**src/rtl/hs_pkg.sv**
```systemverilog
// Shared types and defaults for the dav_/rfd byte receiver.
package hs_pkg;

    localparam int unsigned DefaultW     = 8;
    localparam int unsigned DefaultDepth = 4;

    typedef enum logic [1:0] {
        StWaitDav = 2'd0,
        StWaitRel = 2'd1,
        StStall   = 2'd2
    } hs_state_e;

    // Unsigned 16-bit add that sticks at all-ones instead of wrapping.
    function automatic logic [15:0] sat_add16(input logic [15:0] a, input logic [15:0] b);
        logic [16:0] s;
        s = {1'b0, a} + {1'b0, b};
        return s[16] ? 16'hFFFF : s[15:0];
    endfunction

endpackage

```
**src/rtl/hs_if.sv**
```systemverilog
// Producer handshake plus downstream FIFO/statistics bus of the receiver.
interface hs_if
    import hs_pkg::*;
#(
    parameter int unsigned W     = DefaultW,
    parameter int unsigned DEPTH = DefaultDepth
);
    localparam int unsigned LW = $clog2(DEPTH) + 1;

    logic          dav_;
    logic [W-1:0]  y;
    logic          rfd;
    logic          rd_en;
    logic [W-1:0]  dout;
    logic          empty;
    logic          full;
    logic [LW-1:0] level;
    logic [7:0]    count;
    logic [15:0]   sum;

    modport master (
        output dav_, y, rd_en,
        input  rfd, dout, empty, full, level, count, sum
    );

    modport slave (
        input  dav_, y, rd_en,
        output rfd, dout, empty, full, level, count, sum
    );

endinterface

```
**src/rtl/hs_fifo.sv**
```systemverilog
// Power-of-two FIFO with combinational head output; full/empty come from the level counter.
module hs_fifo #(
    parameter int unsigned W     = 8,
    parameter int unsigned DEPTH = 4
) (
    input  logic                   clock,
    input  logic                   reset,
    input  logic                   push,
    input  logic [W-1:0]           wdata,
    input  logic                   pop,
    output logic [W-1:0]           rdata,
    output logic                   empty,
    output logic                   full,
    output logic [$clog2(DEPTH):0] level
);
    localparam int unsigned AW = $clog2(DEPTH);
    localparam int unsigned LW = AW + 1;

    logic [W-1:0]  mem_q [DEPTH];
    logic [AW-1:0] wptr_q;
    logic [AW-1:0] rptr_q;
    logic [LW-1:0] level_q;
    logic          pop_eff;

    // A pop against an empty FIFO is simply dropped.
    assign pop_eff = pop && !empty;
    assign empty   = (level_q == '0);
    assign full    = (level_q == LW'(DEPTH));
    assign level   = level_q;
    assign rdata   = empty ? '0 : mem_q[rptr_q];

    always_ff @(posedge clock) begin
        if (push) begin
            mem_q[wptr_q] <= wdata;
        end
    end

    always_ff @(posedge clock) begin
        if (reset) begin
            wptr_q  <= '0;
            rptr_q  <= '0;
            level_q <= '0;
        end else begin
            if (push) begin
                wptr_q <= wptr_q + 1'b1;
            end
            if (pop_eff) begin
                rptr_q <= rptr_q + 1'b1;
            end
            case ({push, pop_eff})
                2'b10:   level_q <= level_q + 1'b1;
                2'b01:   level_q <= level_q - 1'b1;
                default: level_q <= level_q;
            endcase
        end
    end

    no_overflow: assert property (@(posedge clock) disable iff (reset) !(push && full));

endmodule

```
**src/rtl/hs_receiver.sv**
```systemverilog
// Consumer end of the dav_/rfd handshake: captures bytes into a FIFO and keeps count/sum.
module hs_receiver
    import hs_pkg::*;
#(
    parameter int unsigned W     = DefaultW,
    parameter int unsigned DEPTH = DefaultDepth
) (
    input logic  clock,
    input logic  reset,
    hs_if.slave  bus
);
    hs_state_e   state_q, state_d;
    logic        rfd_q, rfd_d;
    logic [7:0]  count_q;
    logic [15:0] sum_q;
    logic        push;
    logic        pop_eff;
    logic        fifo_empty;
    logic        fifo_full;

    assign pop_eff = bus.rd_en && !fifo_empty;

    always_comb begin
        state_d = state_q;
        push    = 1'b0;
        case (state_q)
            StWaitDav: begin
                if (!bus.dav_) begin
                    push    = 1'b1;
                    state_d = StWaitRel;
                end
            end
            StWaitRel: begin
                // Fullness is judged after this edge's pop has been applied.
                if (bus.dav_) begin
                    state_d = (fifo_full && !pop_eff) ? StStall : StWaitDav;
                end
            end
            StStall: begin
                if (!fifo_full) begin
                    state_d = StWaitDav;
                end
            end
            default: state_d = StWaitDav;
        endcase
        rfd_d = (state_d == StWaitDav);
    end

    always_ff @(posedge clock) begin
        if (reset) begin
            state_q <= StWaitDav;
            rfd_q   <= 1'b1;
            count_q <= '0;
            sum_q   <= '0;
        end else begin
            state_q <= state_d;
            rfd_q   <= rfd_d;
            if (push) begin
                count_q <= count_q + 8'd1;
                sum_q   <= sat_add16(sum_q, 16'(bus.y));
            end
        end
    end

    hs_fifo #(
        .W     (W),
        .DEPTH (DEPTH)
    ) u_fifo (
        .clock (clock),
        .reset (reset),
        .push  (push),
        .wdata (bus.y),
        .pop   (bus.rd_en),
        .rdata (bus.dout),
        .empty (fifo_empty),
        .full  (fifo_full),
        .level (bus.level)
    );

    assign bus.rfd   = rfd_q;
    assign bus.empty = fifo_empty;
    assign bus.full  = fifo_full;
    assign bus.count = count_q;
    assign bus.sum   = sum_q;

endmodule

```
**src/flat_wrapper.sv**
```systemverilog
// flat-port wrapper written by rule: the top's interface ports become plain ports
module hs_receiver_flat import hs_pkg::*;
#(
    parameter int unsigned W     = DefaultW,
    parameter int unsigned DEPTH = DefaultDepth
)
  (clock, reset, bus_dav_, bus_y, bus_rd_en, bus_rfd, bus_dout, bus_empty, bus_full, bus_level, bus_count, bus_sum);
  hs_if #(.W(W), .DEPTH(DEPTH)) bus_i ();
  input logic clock;
  input logic reset;
  input wire logic [$bits(bus_i.dav_)-1:0] bus_dav_;
  input wire logic [$bits(bus_i.y)-1:0] bus_y;
  input wire logic [$bits(bus_i.rd_en)-1:0] bus_rd_en;
  output wire logic [$bits(bus_i.rfd)-1:0] bus_rfd;
  output wire logic [$bits(bus_i.dout)-1:0] bus_dout;
  output wire logic [$bits(bus_i.empty)-1:0] bus_empty;
  output wire logic [$bits(bus_i.full)-1:0] bus_full;
  output wire logic [$bits(bus_i.level)-1:0] bus_level;
  output wire logic [$bits(bus_i.count)-1:0] bus_count;
  output wire logic [$bits(bus_i.sum)-1:0] bus_sum;
  assign bus_i.dav_ = bus_dav_;
  assign bus_i.y = bus_y;
  assign bus_i.rd_en = bus_rd_en;
  assign bus_rfd = bus_i.rfd;
  assign bus_dout = bus_i.dout;
  assign bus_empty = bus_i.empty;
  assign bus_full = bus_i.full;
  assign bus_level = bus_i.level;
  assign bus_count = bus_i.count;
  assign bus_sum = bus_i.sum;
  hs_receiver #(.W(W), .DEPTH(DEPTH)) u_core (.clock(clock), .reset(reset), .bus(bus_i));
endmodule
```
**config.mk**
```make
export PLATFORM = sky130hd
export DESIGN_NAME = hs_receiver_flat
export DESIGN_NICKNAME = d
export VERILOG_FILES = /design/src/rtl/hs_pkg.sv /design/src/rtl/hs_if.sv /design/src/rtl/hs_fifo.sv /design/src/rtl/hs_receiver.sv /design/src/flat_wrapper.sv
export SDC_FILE = /design/constraint.sdc
export NUM_CORES = 1
export LEC_CHECK = 0
export BUFFER_PORTS_ARGS = -buffer_cell sky130_fd_sc_hd__buf_4
export CELL_PAD_IN_SITES_DETAIL_PLACEMENT = 1
export CELL_PAD_IN_SITES_GLOBAL_PLACEMENT = 1
export CORE_MARGIN = 2
export CORE_UTILIZATION = 48
export DETAILED_ROUTE_END_ITERATION = 8
export PLACE_DENSITY = 0.9
export SETUP_SLACK_MARGIN = 0.02
export SLEW_MARGIN = 25
export SYNTH_ARGS = -nofsm -noshare
export SYNTH_HDL_FRONTEND = slang
export SYNTH_SLANG_ARGS = --single-unit
export TNS_END_PERCENT = 20
```
**constraint.sdc**
```tcl
create_clock -name clock -period 5.8 [get_ports clock]
set_input_delay 1.16 -clock clock [delete_from_list [all_inputs] [get_ports clock]]
set_output_delay 1.16 -clock clock [all_outputs]
set_load 0.01 [all_outputs]
```
Word level (Yosys, flattened, before mapping). Memory sizes are Yosys's and may differ from the RTL's. A register that Yosys moved wholly into a read port is not among the register bits. Index checks and enable logic that the tools add are counted.

Register bits: 34. Bits in latches: 0. Bits in writable memories: 32. ROM bits: 0. Bits of input ports: 12. Memories kept: 1.

Memory list: u_core.u_fifo.mem_q (words 4, bits a word 8, read ports 1, clocked after Yosys merged registers in 1, write ports 1, RTL line hs_fifo.sv:19) `logic [W-1:0] mem_q [DEPTH];`.

Add/subtract/negate cells: 6. Multipliers: 0. Div/mod/pow operators: 0. Order comparisons: 0. Equality and inequality tests: 5. Shift-type cells: 0. Muxes and demuxes: 14. Bitwise logic cells: 0. Reduce and logical (&&, ||, !) cells: 8.

Operator list (count): adder 16 x 8 -> 17 bit (1); 2-to-1 mux 16 bit (1); 2-to-1 mux 2 bit (6); adder 8 x 1 -> 8 bit, second input constant (1); 2-to-1 mux 8 bit (1); one-hot mux 2 bit (3 select lines) (1); one-hot mux 3 bit (2 select lines) (1); adder 2 x 1 -> 2 bit, second input constant (2); == test 2 x 1 -> 1 bit, second input constant (2); == test 2 bit, second input constant (2); logical NOT 2 bit (2); 2-to-1 mux 1 bit (4); adder 3 x 1 -> 3 bit, second input constant (1); == test 3 bit, second input constant (1); logical NOT 3 bit (1); subtractor 3 x 1 -> 3 bit, second input constant (1); logical AND 1 bit (2); logical NOT 1 bit (2); nonzero test 2 bit (1).

Logic depth before layout (Yosys ltp).
Word-level depth: 9. Depth in mapped cells: 9. Mapped depth without buffers: 9.

Modules after synthesis. Synthesis repeated with hierarchy kept, for this count alone.

Cells, all modules: 276. Area total of the unflattened synthesis: 3255.6 um^2.

Modules (own cells, without submodules): hs_fifo (instances 1, cells each 101, area an instance 1732.9 um^2); hs_receiver (instances 1, cells each 175, area an instance 1522.7 um^2).

Least setup slack after synthesis. Ideal clock, no wire load.

Path kind: input -> register. Start point: in bus_y[0]. End point: reg u_core.sum_q[0] (netlist: u_core.bus.sum[0]). Library setup time: 0.134 ns. Arrival time: 2.753 ns. Setup slack: 2.912 ns. Cell stages on the path: 7. Path through: ha_1 -> fa_1 -> a211oi_2 -> nor3_1 -> or2_2 -> a21oi_1 -> a211oi_1.

Longest elaborated chain between the ends: 2.

Ends and longest elaborated chain: start, declared (RTL line flat_wrapper.sv:12) `input wire logic [$bits(bus_i.y)-1:0] bus_y;`; adder 16 x 8 -> 17 bit (RTL line hs_pkg.sv:16) `s = {1'b0, a} + {1'b0, b};`; 2-to-1 mux 16 bit (RTL line hs_pkg.sv:17) `return s[16] ? 16'hFFFF : s[15:0];`; end signal, assigned (RTL line hs_receiver.sv:60) `sum_q <= sat_add16(sum_q, 16'(bus.y));`; end, declared (RTL line hs_receiver.sv:15) `logic [15:0] sum_q;`.

Every way passes these cells. A chain may end at the register's enable or synchronous reset.

==> impl_metrics.json <==
{
  "sinks_on_clock_net": 68,
  "drt_first_iter_violations": 64,
  "crit_path_cell_trace": "mux4_2 -> and2b_1 -> buf_4",
  "ys_seq_elements": 68,
  "track_usage": 0.207,
  "cts.clk_slew.worst_paths_ps": 70,
  "synthSimpleGateAreaFrac": 0.148,
  "r2r-end": "u_core.u_fifo.level[2]",
  "cp.arrival_ps": 1920,
  "slew-limit-headroom": 0.388,
  "drive_above_1_share": 0.249,
  "clock-root-buffer": "clkbuf_8",
  "maxCapViolations": 0,
  "sequential_cell_area_fraction_in_the_yosys_report": 0.534,
  "area_growth_pct": 20.6,
  "number_of_enable_flip_flop_cells_after_synthesis": 32,
  "wire_per_inst_um": 17.4,
  "synth_area_in_adders": 0.0683,
  "num-fill-cells": 673,
  "timing_max_transition_violations_final": 0,
  "grt_start_max_net_pins": 38,
  "post-route-drc-count": 0,
  "synth.avg_cell_area_um2": 11.5,
  "timing.critical_path.fanout_max": 8,
  "cts_hold_repair.buffers": 0,
  "post_cts_buffers": 0,
  "starting_density_of_the_core": 0.496,
  "cts_tree": "built",
  "synth_mux_area_frac": 0.0604,
  "worst-endpoint-required_ps": 4640,
  "cell_count_after_synthesis": 273,
  "cts-buffers-inserted": 9,
  "cell_area_placed_mm2": 0.00358,
  "grt.overflow.total": 0,
  "postSynth.asyncResetShare": 0,
  "synth_xor_area_frac": 0.0500,
  "dp_hpwl_mm": 5.35,
  "max-vdd-ir-drop_uv": 205,
  "core_area_mm2": 0.00635,
  "final_period_minus_worst_setup_slack_ps": 3080,
  "hold-path-cell-count": 2,
  "timing.clock.skew_ps": 4.81,
  "dr_total_vias": 2250,
  "vias_per_cell": 5.54,
  "critical-path-slowest-cell": "dfxtp_1",
  "drt-pass1-iter-count": 4,
  "layout_common_cells": "buf_4 (49), dfxtp_1 (36), nor2_1 (34)",
  "slowest_delay_ps": 680,
  "grt_pass1_vias": 2340,
  "synth_top_family_by_area": "simple AND/OR/NAND/NOR gates",
  "cts.htree.levels": 3,
  "netlist-cell-type-count": 45,
  "worst_margin_pin_slew_ps": 915,
  "max_freq_ghz": 0.324,
  "design.final.nets": 352,
  "timing.final.setup_violations": 0,
  "setup_tns_ps": 0,
  "hold_vio_cnt_final": 0,
  "die-area_mm2": 0.00723,
  "leakage_nw": 1.48,
  "wire_length_of_the_first_global_routing_pass_mm": 11.3,
  "synth_compound_gate_area_share": 0.115,
  "antenna_found_initial": 0,
  "hold_end": "u_core.u_fifo.wptr_q[1]",
  "die_width_um": 85.0,
  "clock_latency_ps": 350,
  "nets_in_the_synthesized_netlist": 301,
  "layout.cell_area.non_filler_mm2": 0.00380,
  "route.antenna.remaining_nets": 0,
  "unrepaired_setup_endpoints_after_global_routing": "no",
  "number_of_i_o_port_buffers": 49,
  "timing.setup.critical_path_class": "reg -> out",
  "min_path_type": "reg -> reg",
  "status": "finished, final reports clean",
  "r2r_setup_slack_ps": 3350,
  "final_common_cell": "buf_4",
  "period_share": 0.531,
  "kind_of_end_point_of_the_critical_path": "output pin",
  "totalWireLength_mm": 7.07,
  "synth_area_mm2": 0.00315,
  "cts_resized": 0,
  "reg2reg_depth": 8,
  "ys_warn_count": 0,
  "gp_congestion": 0.814,
  "critPathLaunchType": "flop",
  "r2r-start": "u_core.state_q[1]",
  "total_power_density_per_cell_area_mw_per_mm2": 371,
  "worstHoldStart": "u_core.u_fifo.wptr_q[1]",
  "antenna-diode-count": 0,
  "postSynth.topFlopCell": "dfxtp_1",
  "top_level_ports": 50,
  "die_height_um": 85.0,
  "cts.path.max_buffers": 2,
  "fp-row-count": 29
}
Yosys cell counts, types with 8 or more instances:
master	n	area, um^2
dfxtp_1	36	721
nor2_1	34	128
edfxtp_1	32	961
ha_1	14	175
a21oi_1	13	65.1
nand2_1	12	45.0
inv_1	10	37.5
xnor2_1	10	87.6
a211oi_1	9	67.6
and2b_1	8	60.1
mux4_2	8	180
xor2_1	8	70.1
cell type report:
class	instances	area (um^2)	area share
clock buffer	10	128	0.0336
clock inverter	6	88.8	0.0234
inverter	11	41.3	0.0109
multi-input combinational	185	1400	0.367
sequential	68	1680	0.443
tap	77	96.3	0.0254
timing repair buffer	49	368	0.0968
critical path: cells and delay by family, from the launching register on:
kind / cells / cell delay (ps)
buf+inv: 1 / 130
simple gates: 1 / 170
mux: 1 / 590
flops: 1 / 680
metrics by stage:
stage	power (W)	setup slack (ps)	util	hold slack [ps]	cells
6_report	0.00141	2720	0.598	508	406
5_1_grt	0.00148	2600	0.598	539	406
4_1_cts	0.00142	2640	0.598	516	406
3_5_place_dp	0.00100	2450	0.564	507	390
3_3_place_gp	0.000979	2560	0.564	492	390
2_1_floorplan	0.000843	2910	-	469	273
worst max path at each step:
| stage | cells past startpoint | start | end | slack (ps) |
|---|---|---|---|---|
| after detailed placement | 9 | bus_dav_ | u_core.u_fifo.level[2] | 2450 |
| after global routing | 3 | flop | bus_dout[4] | 2600 |
| after global placement | 9 | bus_dav_ | u_core.u_fifo.level[2] | 2560 |
| final | 3 | flop | bus_dout[4] | 2720 |
| after CTS | 3 | u_core.u_fifo.level[0] | bus_dout[1] | 2640 |
| after floorplan | 7 | bus_y[0] | u_core.bus.sum[0] | 2910 |
flip-flops by register name, indices dropped and copies added (netlist names), named ones only:
name and count:
u_core.bus.count 8, u_core.u_fifo.mem_q 32, u_core.u_fifo.level 3, u_core.bus.sum 16, u_core.u_fifo.rptr_q 2, u_core.u_fifo.wptr_q 2, u_core.state_q 2, u_core.bus.rfd 1
routing by layer:
metal / global-route usage / wire, um / share of wire / vias up
met5: 0 / 0 / 0 / -
met4: 0.104 / 209 / 0.030 / 0
met3: 0.0535 / 336 / 0.048 / 18
met2: 0.366 / 3600 / 0.51 / 52
met1: 0.228 / 2930 / 0.41 / 1090
li1: - / - / - / 1090
power by group:
part / internal, W / switching [W]
clock: 0.000242 / 0.000180
combinational: 0.000209 / 0.000188
sequential: 0.000540 / 0.0000501
total: 0.000991 / 0.000417
cell families after synthesis:
| group | after synthesis |
|---|---|
| adders and majority gates | 16 |
| muxes | 9 |
| buffers and inverters | 20 |
| DFF | 68 |
| and+or+nand+nor | 89 |
| AOI/OAI and AO/OA | 53 |
| xor gates and xnor gates | 18 |
(Power assumes the default switching activity.)
